**src/rtl/fifo_pkg.sv**
```systemverilog
// Shared async-FIFO definitions used by both the write and read controllers.
package fifo_pkg;

  localparam int unsigned FIFO_ADDR_WIDTH = 5;
  localparam int unsigned FIFO_DEPTH      = 1 << FIFO_ADDR_WIDTH;
  localparam int unsigned FIFO_PTR_WIDTH  = FIFO_ADDR_WIDTH + 1;

  // Code conversions run on a wide container; callers zero-extend and truncate,
  // which keeps the result exact for any pointer width up to FIFO_CODE_WIDTH.
  localparam int unsigned FIFO_CODE_WIDTH = 16;
  typedef logic [FIFO_CODE_WIDTH-1:0] fifo_code_t;

  function automatic fifo_code_t bin2gray(input fifo_code_t b);
    return b ^ (b >> 1);
  endfunction

  function automatic fifo_code_t gray2bin(input fifo_code_t g);
    fifo_code_t b;
    b[FIFO_CODE_WIDTH-1] = g[FIFO_CODE_WIDTH-1];
    for (int i = FIFO_CODE_WIDTH - 2; i >= 0; i--) begin
      b[i] = b[i+1] ^ g[i];
    end
    return b;
  endfunction

endpackage

```
**src/rtl/fifo_ptr_sync.sv**
```systemverilog
// Multi-flop synchronizer for a Gray-coded pointer crossing into the local clock domain.
module fifo_ptr_sync #(
  parameter int unsigned WIDTH       = 6,
  parameter int unsigned SYNC_STAGES = 2
) (
  input  logic             clk,
  input  logic             rst_n,
  input  logic [WIDTH-1:0] d_i,
  output logic [WIDTH-1:0] q_o
);

  logic [WIDTH-1:0] sync_q [SYNC_STAGES];

  always_ff @(posedge clk) begin
    if (!rst_n) begin
      for (int i = 0; i < int'(SYNC_STAGES); i++) begin
        sync_q[i] <= '0;
      end
    end else begin
      sync_q[0] <= d_i;
      for (int i = 1; i < int'(SYNC_STAGES); i++) begin
        sync_q[i] <= sync_q[i-1];
      end
    end
  end

  assign q_o = sync_q[SYNC_STAGES-1];

endmodule

```
**src/rtl/fifo_wr_ctrl.sv**
```systemverilog
// Async FIFO write-domain controller: write pointer, full/almost-full/level status.
// FIFO_WR_OVERFLOW_STICKY_EN makes overflow hold until reset instead of pulsing.
module fifo_wr_ctrl
  import fifo_pkg::*;
#(
  parameter int unsigned DATA_WIDTH  = 32,
  parameter int unsigned ADDR_WIDTH  = FIFO_ADDR_WIDTH,
  parameter int unsigned SYNC_STAGES = 2
) (
  input  logic                  wclk,
  input  logic                  hw_rst_n,
  input  logic                  write_enable,
  input  logic [DATA_WIDTH-1:0] write_data,
  input  logic [ADDR_WIDTH-1:0] afull_value,
  input  logic [ADDR_WIDTH:0]   rd_ptr_gray_async,
  output logic                  mem_we,
  output logic [ADDR_WIDTH-1:0] mem_waddr,
  output logic [DATA_WIDTH-1:0] mem_wdata,
  output logic [ADDR_WIDTH:0]   wr_ptr_gray,
  output logic                  wfull,
  output logic                  wr_almost_full,
  output logic                  overflow,
  output logic [ADDR_WIDTH:0]   fifo_write_count,
  output logic [ADDR_WIDTH:0]   wr_level
);

  localparam int unsigned PW    = ADDR_WIDTH + 1;
  localparam int unsigned DEPTH = 1 << ADDR_WIDTH;

  logic [PW-1:0] wbin_q, wbin_d;
  logic [PW-1:0] wgray_q, wgray_d;
  logic [PW-1:0] level_q, level_d;
  logic          wfull_q, wfull_d;
  logic          afull_q, afull_d;
  logic          overflow_q, overflow_d;

  logic [PW-1:0] rq_sync;
  logic [PW-1:0] rbin_s;
  logic [PW-1:0] free_slots;
  logic          acc;

  fifo_ptr_sync #(
    .WIDTH       (PW),
    .SYNC_STAGES (SYNC_STAGES)
  ) u_rptr_sync (
    .clk   (wclk),
    .rst_n (hw_rst_n),
    .d_i   (rd_ptr_gray_async),
    .q_o   (rq_sync)
  );

  // Next-state pointer and status; full compares Gray codes with the two MSBs inverted.
  always_comb begin
    acc        = write_enable & ~wfull_q & hw_rst_n;
    wbin_d     = wbin_q + PW'(acc);
    wgray_d    = PW'(bin2gray(FIFO_CODE_WIDTH'(wbin_d)));
    rbin_s     = PW'(gray2bin(FIFO_CODE_WIDTH'(rq_sync)));
    level_d    = wbin_d - rbin_s;
    free_slots = PW'(DEPTH) - level_d;
    wfull_d    = (wgray_d == {~rq_sync[PW-1:PW-2], rq_sync[PW-3:0]});
    afull_d    = (free_slots <= PW'(afull_value));
`ifdef FIFO_WR_OVERFLOW_STICKY_EN
    overflow_d = overflow_q | (write_enable & wfull_q);
`else
    overflow_d = write_enable & wfull_q;
`endif
  end

  always_ff @(posedge wclk) begin
    if (!hw_rst_n) begin
      wbin_q     <= '0;
      wgray_q    <= '0;
      level_q    <= '0;
      wfull_q    <= 1'b0;
      afull_q    <= 1'b0;
      overflow_q <= 1'b0;
    end else begin
      wbin_q     <= wbin_d;
      wgray_q    <= wgray_d;
      level_q    <= level_d;
      wfull_q    <= wfull_d;
      afull_q    <= afull_d;
      overflow_q <= overflow_d;
    end
  end

  assign mem_we           = acc;
  assign mem_waddr        = wbin_q[ADDR_WIDTH-1:0];
  assign mem_wdata        = write_data;
  assign wr_ptr_gray      = wgray_q;
  assign wfull            = wfull_q;
  assign wr_almost_full   = afull_q;
  assign overflow         = overflow_q;
  assign fifo_write_count = wbin_q;
  assign wr_level         = level_q;

endmodule

```
**config.mk**
```make
export PLATFORM = sky130hd
export DESIGN_NAME = fifo_wr_ctrl
export DESIGN_NICKNAME = d
export VERILOG_FILES = /design/src/rtl/fifo_pkg.sv /design/src/rtl/fifo_ptr_sync.sv /design/src/rtl/fifo_wr_ctrl.sv
export SDC_FILE = /design/constraint.sdc
export NUM_CORES = 1
export LEC_CHECK = 0
export BUFFER_PORTS_ARGS = -buffer_cell sky130_fd_sc_hd__clkbuf_2
export CAP_MARGIN = 20
export CORE_ASPECT_RATIO = 0.9
export CORE_MARGIN = 3
export CORE_UTILIZATION = 48
export DETAILED_ROUTE_END_ITERATION = 10
export HOLD_SLACK_MARGIN = 0.15
export PLACE_DENSITY = 0.87
export SYNTH_ARGS = -nofsm -noshare
export SYNTH_HDL_FRONTEND = slang
export SYNTH_SLANG_ARGS = --single-unit
```
**constraint.sdc**
```tcl
create_clock -name wclk -period 7.2 [get_ports wclk]
set_clock_uncertainty 0.2 [all_clocks]
set_input_delay 1.08 -clock wclk [delete_from_list [all_inputs] [get_ports wclk]]
set_output_delay 1.08 -clock wclk [all_outputs]
set_load 0.02 [all_outputs]
```
After elaboration in Yosys (flattened, before gate mapping)
Memories as Yosys holds them, arrays and structs flattened.
Index checks and enable logic that the tools add are counted.
{"block": "word_totals", "ff_bits": 21, "mem_bits_rw": 12, "wordCells": 29, "memories": 1}
{"block": "op_classes", "n_addsub": 3, "n_lt_le_gt_ge": 1, "eq_ne": 1, "n_mux": 4, "bitwise_logic": 13}
{"memory": "u_rptr_sync.sync_q", "depth": 2, "width": 6, "rd": 2, "rd_clocked_by_memory_dff": 0, "write_ports": 2, "line_no": "fifo_ptr_sync.sv:12", "rtl": "logic [WIDTH-1:0] sync_q [SYNC_STAGES];"}
{"operator": "2-to-1 mux 6 bit", "n": 2}
{"operator": "adder 6 x 1 -> 6 bit", "n": 1}
{"operator": "equality test 6 bit", "n": 1}
{"operator": "less-or-equal comparator 6 x 5 -> 1 bit", "n": 1}
{"operator": "subtractor 6 bit", "n": 1}
{"operator": "subtractor 6 bit (first input constant)", "n": 1}
{"operator": "bitwise XOR 6 x 5 -> 6 bit", "n": 1}
{"operator": "bitwise XOR 1 bit", "n": 5}
{"operator": "bitwise AND 1 bit", "n": 3}
{"operator": "2-to-1 mux 1 bit", "n": 2}
{"operator": "NOT 2 bit", "n": 1}
{"operator": "OR 1 bit", "n": 2}
{"operator": "NOT 1 bit", "n": 1}

Longest topological paths before layout
Gate-level depths: netlist (run 1).
{"block": "depth", "depth_word": 8, "depth_mapped": 19, "ltp_nobuf": 18}

Cells and area by module
From an unflattened synthesis (run 1), not the netlist that was laid out.
{"block": "unflattened", "cells_unflattened": 205, "area_unflattened_um2": 1949.4}
{"module": "fifo_wr_ctrl", "instances": 1, "cells_each": 174, "area_each_um2": 1567.8}
{"module": "fifo_ptr_sync", "instances": 1, "cells_each": 31, "area_each_um2": 381.6}

Worst setup path after synthesis (run 1)
OpenSTA, ideal clock, no wires.
{"block": "synth_path", "path_type": "input to register", "from": "input port hw_rst_n", "to": "register afull_q (netlist: wr_almost_full)", "arrival_time_ns": 5.024, "t_required_ns": 6.904, "slack_ns": 1.880, "stages": 19, "path_cell_list": "clkbuf_1 -> nand2_1 -> nor2_1 -> ha_1 -> ha_1 -> xnor2_1 -> inv_1 -> ha_1 -> a21o_2 -> o21bai_1 -> xor2_1 -> nor2_1 -> xnor2_1 -> ha_1 -> and3_1 -> a221o_2 -> a21oi_1 -> o311ai_0 -> o41ai_2"}
{"block": "synth_via", "elab_chain_cells": 5}
{"element": "start, declared", "line_no": "fifo_wr_ctrl.sv:11", "rtl": "input logic hw_rst_n,"}
{"element": "bitwise AND 1 bit", "line_no": "fifo_wr_ctrl.sv:54", "rtl": "acc = write_enable & ~wfull_q & hw_rst_n;"}
{"element": "net mem_we", "line_no": "fifo_wr_ctrl.sv:16", "rtl": "output logic mem_we,"}
{"element": "adder 6 x 1 -> 6 bit", "line_no": "fifo_wr_ctrl.sv:55", "rtl": "wbin_d = wbin_q + PW'(acc);"}
{"element": "net wbin_d[2]", "line_no": "fifo_wr_ctrl.sv:30", "rtl": "logic [PW-1:0] wbin_q, wbin_d;"}
{"element": "subtractor 6 bit", "line_no": "fifo_wr_ctrl.sv:58", "rtl": "level_d = wbin_d - rbin_s;"}
{"element": "subtractor 6 bit", "line_no": "fifo_wr_ctrl.sv:59", "rtl": "free_slots = PW'(DEPTH) - level_d;"}
{"element": "less-or-equal comparator 6 x 5 -> 1 bit", "line_no": "fifo_wr_ctrl.sv:61", "rtl": "afull_d = (free_slots <= PW'(afull_value));"}
{"element": "end signal, assigned", "line_no": "fifo_wr_ctrl.sv:82", "rtl": "afull_q <= afull_d;"}
{"element": "end, declared", "line_no": "fifo_wr_ctrl.sv:34", "rtl": "logic afull_q, afull_d;"}
The timed path passes the listed nets, and every way through them passes these cells.
A chain may end at the register's enable or synchronous reset.

Worst setup path in the final report (run 1)
{"block": "layout_path", "from": "input port hw_rst_n", "to": "register afull_q (netlist: wr_almost_full)"}
{"block": "layout_via", "elab_chain_cells": 5}
{"element": "bitwise AND 1 bit", "line_no": "fifo_wr_ctrl.sv:54"}
{"element": "adder 6 x 1 -> 6 bit", "line_no": "fifo_wr_ctrl.sv:55"}
{"element": "net wbin_d[2]", "line_no": "fifo_wr_ctrl.sv:30"}
{"element": "subtractor 6 bit", "line_no": "fifo_wr_ctrl.sv:58"}
{"element": "subtractor 6 bit", "line_no": "fifo_wr_ctrl.sv:59"}
{"element": "less-or-equal comparator 6 x 5 -> 1 bit", "line_no": "fifo_wr_ctrl.sv:61"}
The timed path passes the listed nets, and every way through them passes these cells.

==> results of run 1 <==
==> routing by layer <==
| metal | track usage [%] | vias to the layer above | wire length [um] |
|---|---|---|---|
| met2 | 21.8 | 35 | 1420 |
| li1 | - | 611 | - |
| met1 | 17.4 | 578 | 1440 |
| met5 | 0 | - | 0 |
| met4 | 6.34 | 0 | 61 |
| met3 | 5.20 | 10 | 218 |
==> sequential cells by signal, summed over array words and instances (netlist names) <==
signal	count
overflow	1
wr_ptr_gray	5
fifo_write_count	6
u_rptr_sync.sync_q	12
wr_almost_full	1
wr_level	6
wfull	1
==> cells in the final DEF (no fill, tap or decap), types with 2 or more instances in the layout <==
cell type | netlist | layout
sky130_fd_sc_hd__clkbuf_2 | 0 | 40
sky130_fd_sc_hd__dfxtp_1 | 32 | 32
sky130_fd_sc_hd__and2_1 | 19 | 19
sky130_fd_sc_hd__nor2_1 | 16 | 16
sky130_fd_sc_hd__xnor2_1 | 14 | 14
sky130_fd_sc_hd__ha_1 | 13 | 13
sky130_fd_sc_hd__xor2_1 | 11 | 11
sky130_fd_sc_hd__inv_1 | 11 | 11
sky130_fd_sc_hd__nand2_1 | 6 | 6
sky130_fd_sc_hd__clkbuf_8 | 0 | 6
sky130_fd_sc_hd__nand3_1 | 5 | 5
sky130_fd_sc_hd__a21oi_1 | 4 | 4
sky130_fd_sc_hd__a21o_1 | 3 | 3
sky130_fd_sc_hd__a31oi_1 | 2 | 2
sky130_fd_sc_hd__nor3_1 | 2 | 2
sky130_fd_sc_hd__and3_1 | 2 | 2
sky130_fd_sc_hd__clkinv_2 | 0 | 2
==> logic make-up (layout without fill, tap and decap cells) <==
logic type               count (synthesis)  in the layout  share of synthesized area (%)
XOR/XNOR                                28             28                           15.5
buffers and inverters                   53             59                           18.5
adder cells (fa/ha/maj)                 14             14                           9.66
AO/OA/AOI/OAI                           16             16                           6.42
flip-flops                              32             32                           33.9
multiplexers                             1              1                          0.595
AND/OR/NAND/NOR                         55             55                           15.5
==> worst paths after layout <==
| kind | start | endpoint | depth (start not counted) |
|---|---|---|---|
| setup / recovery | hw_rst_n | wr_almost_full | 19 |
| hold / removal | u_rptr_sync.sync_q[0][5] | u_rptr_sync.sync_q[0][11] | 1 |
| setup reg to reg | u_rptr_sync.sync_q[0][11] | wr_almost_full | 15 |
| hold reg to reg | u_rptr_sync.sync_q[0][5] | u_rptr_sync.sync_q[0][11] | 1 |
==> worst reg2reg max path, stage by stage (launching register included) <==
cell and delay [ps]:
sky130_fd_sc_hd__dfxtp_1 380, sky130_fd_sc_hd__xor3_2 510, sky130_fd_sc_hd__xnor2_1 250, sky130_fd_sc_hd__xor2_1 290
sky130_fd_sc_hd__xnor2_1 110, sky130_fd_sc_hd__ha_1 220, sky130_fd_sc_hd__fa_1 410, sky130_fd_sc_hd__xor2_1 360
sky130_fd_sc_hd__nand3_1 230, sky130_fd_sc_hd__xor2_1 220, sky130_fd_sc_hd__ha_1 300, sky130_fd_sc_hd__a21o_1 170
sky130_fd_sc_hd__a221o_2 370, sky130_fd_sc_hd__a21oi_1 270, sky130_fd_sc_hd__o311ai_0 220, sky130_fd_sc_hd__o41ai_2 80
==> per-stage QoR <==
step / hold slack [ps] / total power, mW / worst slack, ps
CTS: 238 / 0.502 / 1980
floorplan: 212 / 0.350 / 1880
finish: 234 / 0.498 / 1970
global placement: 214 / 0.356 / 1860
detailed placement: 220 / 0.362 / 1710
global route: 248 / 0.531 / 1670
==> power by group <==
part / switching, mW / internal [mW] / total [mW] / leakage [nW]
clock network: 0.0649 / 0.0761 / 0.141 / 0.0510
registers: 0.00566 / 0.191 / 0.196 / 0.263
logic: 0.0884 / 0.0723 / 0.161 / 0.655
total: 0.159 / 0.339 / 0.498 / 0.968
==> area by class of cell <==
type	instances	share of cell area (%)
Multi-Input combinational cell	114	46.6
Sequential cell	32	33.1
Timing Repair Buffer	40	10.3
Clock buffer	6	4.27
Tap cell	46	2.98
Inverter	11	2.13
Clock inverter	2	0.517
==> summary.txt, run 1 <==
Status
  – Result of the run: finished, final reports clean

Final layout
  – Final instance area: slightly below 2000 um2
  – Share of cells above drive strength 1: 27.8%
  – Net total in the final layout: 264
  – Number of filler instances in the final layout: 352
  – Non-Filler Instances: approximately 250
  – Area of combinational cells with multiple inputs: 902 um2
  – Antenna diode count: 0
  – Fraction of the core area covered by cells at the end of the flow: around 51%
  – Footprint of the flip-flops and latches: around 640 um2
  – Area Overhead vs Synth: 2.25%

Clock network
  – TritonCTS buffer count: 5
  – CTS Hold Bufs: 0
  – CTS clk-pin slew, worst paths: 60 ps
  – Clock tree from TritonCTS: done
  – CTS HTree Levels: 2
  – Number of buffers added for setup after CTS: 0
  – Maximum clock insertion buffer count: 2
  – Number of gates resized after CTS: 0
  – Clock insertion delay at the later pin of the skew report: 290 ps
  – Clk root buf: sky130_fd_sc_hd__clkbuf_8
  – TritonCTS Sinks: 32

Synthesis
  – Fraction of synthesized cell area taken by the top area cell type: between 30% and 40%
  – Leading register cell type out of synthesis: sky130_fd_sc_hd__dfxtp_1
  – Part of the Yosys area used for sequential elements: 33.9%
  – EDFF count, synth: 0
  – FF+latch count, synth: 32
  – Per-instance average area after synthesis: 9.51 um2
  – Synthesized netlist cell count: 199
  – Post-synth design cell area: between 1500 and 2000 um2
  – Most area-consuming cells after synthesis: sky130_fd_sc_hd__dfxtp_1 (34%), sky130_fd_sc_hd__buf_4 (15%), sky130_fd_sc_hd__ha_1 (8.6%)
  – Yosys warning count: 0
  – Share of async-settable or async-resettable flops after synthesis: 0%
  – Number of unique standard cell types used by synthesis: 34
  – Syn_nets: about 260
  – Cell taking the most area after synthesis: sky130_fd_sc_hd__dfxtp_1
  – Most common library cells after synthesis: sky130_fd_sc_hd__buf_4 (38), sky130_fd_sc_hd__dfxtp_1 (32), sky130_fd_sc_hd__and2_1 (19), sky130_fd_sc_hd__nor2_1 (16), sky130_fd_sc_hd__xnor2_1 (14)
  – Dominant cell by count in the synthesized netlist: sky130_fd_sc_hd__buf_4

Critical path
  – Critical Path Fanout Max: 22
  – Slowest stage delay, CP: 360 ps
  – Largest delay contributor family on the critical path: compound AO/OA/AOI/OAI gates
  – Most prevalent standard cell on the critical path: sky130_fd_sc_hd__ha_1
  – Critical Path Start Type: input pin
  – Required time of the critical path: 7190 ps
  – Buffers plus inverters on the worst setup path: 2
  – Register-to-Register Setup Slack: roughly 2500 ps
  – Element type at the critical path end: flop
  – Endpoint arrival time on the critical path: 5230 ps
  – Crit-path cells: clkbuf_2 > nand2_1 > nor2_1 > ha_1 > ha_1 > xnor2_1 > inv_1 > ha_1 > a21o_2 > o21bai_1 > xor2_1 > nor2_1 > xnor2_1 > ha_1 > and3_1 > a221o_2 > a21oi_1 > o311ai_0 > o41ai_2
  – Max stage delay cell, worst path: sky130_fd_sc_hd__xor2_1
  – Classification of the worst setup path: in2reg

Timing
  – Number of endpoints with negative hold slack in the final report: 0
  – Portion of the clock cycle consumed by the worst path in the final layout: roughly 73%
  – Slew @ Worst Pin: 426 ps
  – Worst slew margin: a little under three quarters
  – Final slew viol count: 0
  – F_max: between 150 and 200 MHz
  – Time the final worst path needs with I/O delays and setup: 5230 ps
  – Final setup violation count: 0
  – Final-layout setup total negative slack: 0 ps
  – Unrepaired setup endpoints after global routing: no

Global route
  – Maximum number of pins on one net before global-route repair: 23
  – Antenna violations before repair: 0
  – Number of global-route vias before repair: approximately 1100
  – Global-route wire length before repair: slightly above 5000 um
  – Congestion Overflow GR: 0
  – Total routing resource utilization after global routing: ~14%

Floorplanning
  – Number of primary I/O pins: 105
  – Initial core utilization: 50.3%
  – Die Y: 65.6 um
  – Area enclosed by the die boundary: 4730 um2
  – Die Width: 72.2 um
  – Std cell rows: 21
  – Core area: 3760 um2

Flow run
  – Max-cap violations: 0

Place
  – Half-perimeter wire length after placement: between 2000 and 2500 um
  – Cell total after placement: 243
  – Global placer's final weighted congestion: 0.830
  – Port-buffer cells: 40
  – Placed cell areas: ~1800 um2

Pwr
  – Total power per unit cell area: 258 nW/um2
  – Largest voltage drop on the vdd net: 0.0821 mV
  – Standby leakage power: between 0.9 and 1 nW

Routing
  – Final ANT Viol Nets: 0
  – DRT iter0 DRCs: 71
  – Number of DRC violations after detailed routing: 0
  – Detail-routed net length per standard cell: 12.5 um
  – Vias per cell: 4.92
  – Total number of vias: 1234
  – Total wire length: 3140 um
  – DR pass1 iterations: 4

Hold path
  – Path type of the worst min-delay path: reg2reg
No activity file was read; power rests on OpenSTA's default activity.
==> run 2: changes to the inputs <==
--- a/config.mk
+++ b/config.mk
@@ -5,14 +5,15 @@
 export SDC_FILE = /design/constraint.sdc
 export NUM_CORES = 1
 export LEC_CHECK = 0
+export ABC_AREA = 1
 export BUFFER_PORTS_ARGS = -buffer_cell sky130_fd_sc_hd__clkbuf_2
 export CAP_MARGIN = 20
 export CORE_ASPECT_RATIO = 0.9
 export CORE_MARGIN = 3
-export CORE_UTILIZATION = 48
+export CORE_UTILIZATION = 41
 export DETAILED_ROUTE_END_ITERATION = 10
 export HOLD_SLACK_MARGIN = 0.15
-export PLACE_DENSITY = 0.87
+export PLACE_DENSITY = 0.78
 export SYNTH_ARGS = -nofsm -noshare
 export SYNTH_HDL_FRONTEND = slang
 export SYNTH_SLANG_ARGS = --single-unit
==> constraint.sdc (replaced) <==
create_clock -name wclk -period 4.5 [get_ports wclk]
set_clock_uncertainty 0.2 [all_clocks]
set_input_delay 0.675 -clock wclk [delete_from_list [all_inputs] [get_ports wclk]]
set_output_delay 0.675 -clock wclk [all_outputs]
set_load 0.02 [all_outputs]
==> run 2 against run 1 <==
- critical path depth up 4
- flip-flop and latch count unchanged
- count of clock-buffer cells in the layout down 1
- critical path type is now reg2reg
- via count up 19%
- utilization down 6.5 points
- highest routed layer unchanged
- register-to-register slack worse by 2000 ps
==> summary.txt, run 2 <==
Status
  – Result of the run: finished, final reports clean

Timing
  – F_max: 248 MHz
  – Number of endpoints with negative hold slack in the final report: 0
  – Final slew viol count: 0
  – Unrepaired setup endpoints after global routing: no
  – Worst slew margin: 63.5%
  – Time the final worst path needs with I/O delays and setup: 4030 ps
  – Final setup violation count: 0
  – Slew @ Worst Pin: 544 ps
  – Smallest setup slack after layout: between 400 and 500 ps
  – Portion of the clock cycle consumed by the worst path in the final layout: 89.6%
  – Final-layout setup total negative slack: 0 ps

Routing
  – Final ANT Viol Nets: 0
  – Total number of vias: between 1000 and 1500
  – DR pass1 iterations: 4
  – DRT iter0 DRCs: 95
  – Number of DRC violations after detailed routing: 0
  – Total wire length: 3360 um
  – Vias per cell: 4.42
  – Detail-routed net length per standard cell: 10.1 um

Critical path
  – Classification of the worst setup path: reg2reg
  – Logic depth of the worst path, buffers included: 23
  – Crit-path cells: inv_2 > nand2_2 > nand3_2 > nand2_2 > nand2_2 > nand2_2 > xor2_1 > xnor2_1 > ha_1 > fa_1 > or2_2 > nand2_1 > inv_1 > nand4_1 > xor2_1 > ha_1 > nand2_1 > inv_1 > a221oi_1 > o21ai_0 > a21oi_1 > nand2_1 > nor2_1
  – Required time of the critical path: 4530 ps
  – CP Launch Point: u_rptr_sync.sync_q[0][10]
  – Max stage delay cell, worst path: sky130_fd_sc_hd__dfxtp_1
  – Buffers plus inverters on the worst setup path: 3
  – Critical Path Fanout Max: 4
  – Slowest stage delay, CP: 430 ps
  – Worst flop-to-flop path startpoint: u_rptr_sync.sync_q[0][10]
  – Endpoint arrival time on the critical path: 4060 ps
  – Largest delay contributor family on the critical path: simple AND/OR/NAND/NOR gates
  – Worst reg-to-reg path cell count: 23
  – Capture point of the worst reg-to-reg path: wr_almost_full
  – Element type at the critical path end: flop
  – Register-to-Register Setup Slack: 470 ps
  – Most prevalent standard cell on the critical path: sky130_fd_sc_hd__nand2_2
  – Critical Path Start Type: flop
  – Destination of the critical timing path: wr_almost_full

Final layout
  – Final instance area: 2040 um2
  – Leading cell types in the layout, fill and taps excluded: sky130_fd_sc_hd__nand2_1 (44), sky130_fd_sc_hd__inv_1 (44), sky130_fd_sc_hd__clkbuf_2 (40)
  – Antenna diode count: 0
  – Non-Filler Instances: 331
  – Net total in the final layout: ~330
  – Fraction of the core area covered by cells at the end of the flow: 44.9%
  – Area Overhead vs Synth: 4.15%
  – Flip-flop count of the largest register after layout: 12
  – Footprint of the flip-flops and latches: about 640 um2
  – Largest reg by FF count: u_rptr_sync.sync_q
  – Area of combinational cells with multiple inputs: roughly 850 um2
  – Number of filler instances in the final layout: between 500 and 600
  – Share of cells above drive strength 1: between 20% and 30%

Hold path
  – Hold depth: 2
  – Path type of the worst min-delay path: reg2reg

Global route
  – Global-route wire length before repair: ~5700 um
  – Congestion Overflow GR: 0
  – Total routing resource utilization after global routing: 13.2%
  – Antenna violations before repair: 0
  – Number of global-route vias before repair: 1326
  – Maximum number of pins on one net before global-route repair: 19

Synthesis
  – Yosys warning count: 0
  – Most area-consuming cells after synthesis: sky130_fd_sc_hd__dfxtp_1 (33%), sky130_fd_sc_hd__buf_4 (15%), sky130_fd_sc_hd__inv_1 (8.4%)
  – FF+latch count, synth: 32
  – Per-instance average area after synthesis: approximately 7.5 um2
  – Fraction of synthesized cell area taken by the top area cell type: about a third
  – Leading register cell type out of synthesis: sky130_fd_sc_hd__dfxtp_1
  – EDFF count, synth: 0
  – Number of unique standard cell types used by synthesis: 26
  – Most common library cells after synthesis: sky130_fd_sc_hd__inv_1 (44), sky130_fd_sc_hd__nand2_1 (44), sky130_fd_sc_hd__buf_4 (38), sky130_fd_sc_hd__dfxtp_1 (32), sky130_fd_sc_hd__nor2_1 (23)
  – Cell taking the most area after synthesis: sky130_fd_sc_hd__dfxtp_1
  – Synthesized netlist cell count: 261
  – Syn_nets: between 300 and 400
  – Part of the Yosys area used for sequential elements: 32.7%
  – Post-synth design cell area: 1960 um2
  – Share of async-settable or async-resettable flops after synthesis: 0%

Floorplanning
  – Die Y: 71.6 um
  – Number of primary I/O pins: 105
  – Die Width: 78.9 um
  – Core area: about 4500 um2
  – Initial core utilization: between 40% and 50%
  – Std cell rows: 23
  – Area enclosed by the die boundary: 5650 um2

Clock network
  – Clock tree from TritonCTS: done
  – CTS Hold Bufs: 0
  – CTS clk-pin slew, worst paths: 70 ps
  – Number of buffers added for setup after CTS: 0
  – Clk root buf: sky130_fd_sc_hd__clkbuf_8
  – TritonCTS Sinks: 32
  – Number of gates resized after CTS: 0
  – CTS HTree Levels: 2
  – TritonCTS buffer count: 5
  – Clock insertion delay at the later pin of the skew report: 290 ps
  – Maximum clock insertion buffer count: 2

Pwr
  – Standby leakage power: between 1 and 1.5 nW
  – Total power per unit cell area: 370 nW/um2
  – Largest voltage drop on the vdd net: 0.162 mV

Place
  – Half-perimeter wire length after placement: 2630 um
  – Placed cell areas: 1950 um2
  – Global placer's final weighted congestion: 0.831
  – Post-place setup slack: 348 ps
  – Port-buffer cells: 40
  – Cell total after placement: 323

Flow run
  – Max-cap violations: 0
-- run 2: per-layer routing --
layer / share of wire [%] / vias up / global-route usage [%]
li1: - / 767 / -
met1: 43 / 640 / 15.9
met2: 46 / 46 / 20.4
met3: 8.2 / 11 / 4.65
met4: 2.5 / 0 / 7.63
met5: 0 / - / 0
-- run 2: area by class of cell --
cell class	count	share of cell area, %
sequential	32	31.4
multi-input combinational	142	41.7
inverter	46	8.45
clock inverter	3	1.16
tap	62	3.80
timing repair buffer	41	10.2
clock buffer	5	3.37
-- run 2: where the power goes --
part / leakage [nW] / switching (mW) / internal, mW / total [mW]
clock: 0.0404 / 0.110 / 0.109 / 0.219
sequential: 0.263 / 0.00669 / 0.302 / 0.309
combinational: 0.823 / 0.137 / 0.0905 / 0.228
-- run 2: worst reg2reg max path, stage by stage (launching register included) --
cell and delay [ps]:
sky130_fd_sc_hd__dfxtp_1 430, sky130_fd_sc_hd__inv_2 60, sky130_fd_sc_hd__nand2_2 80, sky130_fd_sc_hd__nand3_2 80, sky130_fd_sc_hd__nand2_2 110, sky130_fd_sc_hd__nand2_2 70
sky130_fd_sc_hd__nand2_2 100, sky130_fd_sc_hd__xor2_1 260, sky130_fd_sc_hd__xnor2_1 110, sky130_fd_sc_hd__ha_1 230, sky130_fd_sc_hd__fa_1 420, sky130_fd_sc_hd__or2_2 310
sky130_fd_sc_hd__nand2_1 110, sky130_fd_sc_hd__inv_1 70, sky130_fd_sc_hd__nand4_1 100, sky130_fd_sc_hd__xor2_1 170, sky130_fd_sc_hd__ha_1 280, sky130_fd_sc_hd__nand2_1 90
sky130_fd_sc_hd__inv_1 60, sky130_fd_sc_hd__a221oi_1 230, sky130_fd_sc_hd__o21ai_0 120, sky130_fd_sc_hd__a21oi_1 140, sky130_fd_sc_hd__nand2_1 80, sky130_fd_sc_hd__nor2_1 80
-- run 2: through the flow --
stage          hold slack (ps)  total power, mW
2_1_floorplan              190            0.528
3_3_place_gp               195            0.533
3_5_place_dp               197            0.541
4_1_cts                    214            0.762
5_1_grt                    244            0.813
6_report                   212            0.755
-- run 2: worst min-delay path by stage --
stage                                        start                         to
final                     u_rptr_sync.sync_q[0][1]   u_rptr_sync.sync_q[0][7]
after global routing      u_rptr_sync.sync_q[0][3]   u_rptr_sync.sync_q[0][9]
after CTS                 u_rptr_sync.sync_q[0][1]   u_rptr_sync.sync_q[0][7]
after detailed placement  u_rptr_sync.sync_q[0][1]   u_rptr_sync.sync_q[0][7]
after global placement    u_rptr_sync.sync_q[0][1]   u_rptr_sync.sync_q[0][7]
after floorplan           u_rptr_sync.sync_q[0][4]  u_rptr_sync.sync_q[0][10]
-- run 2: kinds of logic (layout without fill, tap and decap cells) --
family	Yosys count	after routing	synth area share, %
xor gates and xnor gates	14	14	6.63
buffers and inverters	87	95	23.9
and+or+nand+nor	106	106	25.1
adders and majority gates	14	14	9.31
AOI/OAI and AO/OA	8	8	2.36
DFF	32	32	32.7
==> run 3: changes to the inputs <==
--- a/config.mk
+++ b/config.mk
@@ -14,6 +14,7 @@
 export DETAILED_ROUTE_END_ITERATION = 10
 export HOLD_SLACK_MARGIN = 0.15
 export PLACE_DENSITY = 0.78
+export REMOVE_ABC_BUFFERS = 1
 export SYNTH_ARGS = -nofsm -noshare
 export SYNTH_HDL_FRONTEND = slang
 export SYNTH_SLANG_ARGS = --single-unit
==> run 3 against run 2 <==
- sequential power is essentially flat
- flip-flop and latch count unchanged
- setup slack got worse by 4.5 ps
- non-clock buffer count stayed put
- first-iteration DRC count shrank 9.5%
- largest cell class unchanged
- highest routed layer is now met5
==> summary.txt, run 3 (synthesis results as in run 2) <==
Timing
  – Worst slew margin: 63.3%
  – Smallest setup slack after layout: 465 ps
  – Portion of the clock cycle consumed by the worst path in the final layout: roughly nine tenths
  – Slew @ Worst Pin: 546 ps
  – Final-layout setup total negative slack: 0 ps
  – Unrepaired setup endpoints after global routing: no
  – Final setup violation count: 0
  – Time the final worst path needs with I/O delays and setup: 4030 ps
  – F_max: 248 MHz
  – Final slew viol count: 0
  – Number of endpoints with negative hold slack in the final report: 0

Pwr
  – Clk pwr share: 29.4%
  – Total power per unit cell area: 371 nW/um2
  – Combinational share of power: 29.9%
  – Sequential cell fraction of total power: just over 40%
  – Switching share of power: around 34%
  – Power Total: 0.759 mW
  – Switching Power: 0.257 mW
  – Largest voltage drop on the vdd net: between 0.2 and 0.25 mV
  – Internal power of the cells: 0.502 mW
  – Standby leakage power: between 1 and 1.5 nW

Final layout
  – Leading cell types in the layout, fill and taps excluded: sky130_fd_sc_hd__nand2_1 (44), sky130_fd_sc_hd__inv_1 (44), sky130_fd_sc_hd__clkbuf_2 (40)
  – Share of cells above drive strength 1: 25.7%
  – Flip-flop count of the largest register after layout: 12
  – Largest reg by FF count: u_rptr_sync.sync_q
  – Net total in the final layout: 328
  – Antenna diode count: 0
  – Area Overhead vs Synth: 4.15%
  – Non-Filler Instances: 331

Critical path
  – Classification of the worst setup path: reg2reg
  – Worst reg-to-reg path cell count: 23
  – Required time of the critical path: 4530 ps
  – Element type at the critical path end: flop
  – Critical Path Start Type: flop
  – Worst flop-to-flop path startpoint: u_rptr_sync.sync_q[0][10]
  – CP Launch Point: u_rptr_sync.sync_q[0][10]
  – Endpoint arrival time on the critical path: 4060 ps
  – Register-to-Register Setup Slack: 470 ps
  – Critical Path Fanout Max: 4
  – Capture point of the worst reg-to-reg path: wr_almost_full
  – Destination of the critical timing path: wr_almost_full

Global route
  – Total routing resource utilization after global routing: 16.9%
  – Congestion Overflow GR: 0
  – Number of global-route vias before repair: roughly 1400
  – Global-route wire length before repair: 7110 um
  – Maximum number of pins on one net before global-route repair: 19
  – Antenna violations before repair: 0

Clock network
  – Clock insertion delay at the later pin of the skew report: approximately 290 ps
  – Clk root buf: sky130_fd_sc_hd__clkbuf_8
  – TritonCTS Sinks: 32
  – CTS Hold Bufs: 0
  – CTS HTree Levels: 2
  – Number of buffers added for setup after CTS: 0
  – Clock tree from TritonCTS: done
  – Maximum clock insertion buffer count: 2
  – TritonCTS buffer count: 5
  – Number of gates resized after CTS: 0
  – CTS clk-pin slew, worst paths: 70 ps

Routing
  – Number of DRC violations after detailed routing: 0
  – Vias per cell: 4.55
  – Total wire length: approximately 4500 um
  – DRT iter0 DRCs: 86
  – Final ANT Viol Nets: 0
  – Total number of vias: 1506
  – DR pass1 iterations: 7
  – Detail-routed net length per standard cell: 13.5 um

Floorplanning
  – Initial core utilization: 43.1%
  – Die Y: ~72 um
  – Number of primary I/O pins: 105
  – Core area: ~4500 um2
  – Die Width: 78.9 um
  – Std cell rows: 23
  – Area enclosed by the die boundary: 5650 um2

Hold path
  – Path type of the worst min-delay path: reg2reg

Place
  – Post-place setup slack: just under 400 ps
  – Cell total after placement: 323
  – Port-buffer cells: 40
  – Global placer's final weighted congestion: 0.792
  – Half-perimeter wire length after placement: 3570 um

Status
  – Result of the run: finished, final reports clean

Flow run
  – Max-cap violations: 0
## run 3: cell counts in the layout (fill, tap and decap cells not counted)
No cell type changed its count.
## run 3: stage by stage
step	hold slack [ps]	util [%]	instance area (um2)
2_1_floorplan	190	-	1670
3_3_place_gp	196	42.9	1950
3_5_place_dp	202	42.9	1950
4_1_cts	221	44.9	2040
5_1_grt	237	44.9	2040
6_report	216	44.9	2040
## run 3: how the worst min path moves through the flow
stage	startpoint	to	slack [ps]	cells past startpoint
floorplan	u_rptr_sync.sync_q[0][4]	u_rptr_sync.sync_q[0][10]	190	2
global placement	u_rptr_sync.sync_q[0][4]	u_rptr_sync.sync_q[0][10]	200	2
detailed placement	u_rptr_sync.sync_q[0][1]	u_rptr_sync.sync_q[0][7]	200	2
CTS	u_rptr_sync.sync_q[0][4]	u_rptr_sync.sync_q[0][10]	220	2
global route	u_rptr_sync.sync_q[0][4]	u_rptr_sync.sync_q[0][10]	240	2
finish	u_rptr_sync.sync_q[0][4]	u_rptr_sync.sync_q[0][10]	220	2
## run 3: power by group through the flow
stage               Clock [mW]  Sequential [mW]  Combinational, mW
floorplan                    0            0.334              0.150
global placement             0            0.315              0.217
detailed placement           0            0.315              0.224
CTS                      0.231            0.309              0.229
global route             0.244            0.311              0.263
finish                   0.223            0.309              0.227
## run 3: final cells by class
cell class	instances	area, um2
Sequential cell	32	641
Fill cell	488	2500
Inverter	46	173
Timing Repair Buffer	41	208
Multi-Input combinational cell	142	852
Tap cell	62	77.6
Clock buffer	5	68.8
Clock inverter	3	23.8
## run 3: critical path: stages (launching register included)
cell	delay (ps)
sky130_fd_sc_hd__dfxtp_1	410
sky130_fd_sc_hd__inv_2	60
sky130_fd_sc_hd__nand2_2	80
sky130_fd_sc_hd__nand3_2	90
sky130_fd_sc_hd__nand2_2	110
sky130_fd_sc_hd__nand2_2	70
sky130_fd_sc_hd__nand2_2	100
sky130_fd_sc_hd__xor2_1	270
sky130_fd_sc_hd__xnor2_1	100
sky130_fd_sc_hd__ha_1	230
sky130_fd_sc_hd__fa_1	420
sky130_fd_sc_hd__or2_2	320
sky130_fd_sc_hd__nand2_1	110
sky130_fd_sc_hd__inv_1	60
sky130_fd_sc_hd__nand4_1	100
sky130_fd_sc_hd__xor2_1	170
sky130_fd_sc_hd__ha_1	270
sky130_fd_sc_hd__nand2_1	80
sky130_fd_sc_hd__inv_1	60
sky130_fd_sc_hd__a221oi_1	240
sky130_fd_sc_hd__o21ai_0	140
sky130_fd_sc_hd__a21oi_1	140
sky130_fd_sc_hd__nand2_1	70
sky130_fd_sc_hd__nor2_1	70
## run 3: per-layer routing
layer | part of all wire, % | track usage, % | up-vias | wire length (um)
met5 | 1.1 | 10.0 | - | 48
met4 | 0.94 | 3.24 | 2 | 42
met3 | 16 | 13.9 | 5 | 706
met2 | 36 | 20.1 | 78 | 1600
met1 | 47 | 22.2 | 654 | 2090
li1 | - | - | 767 | -
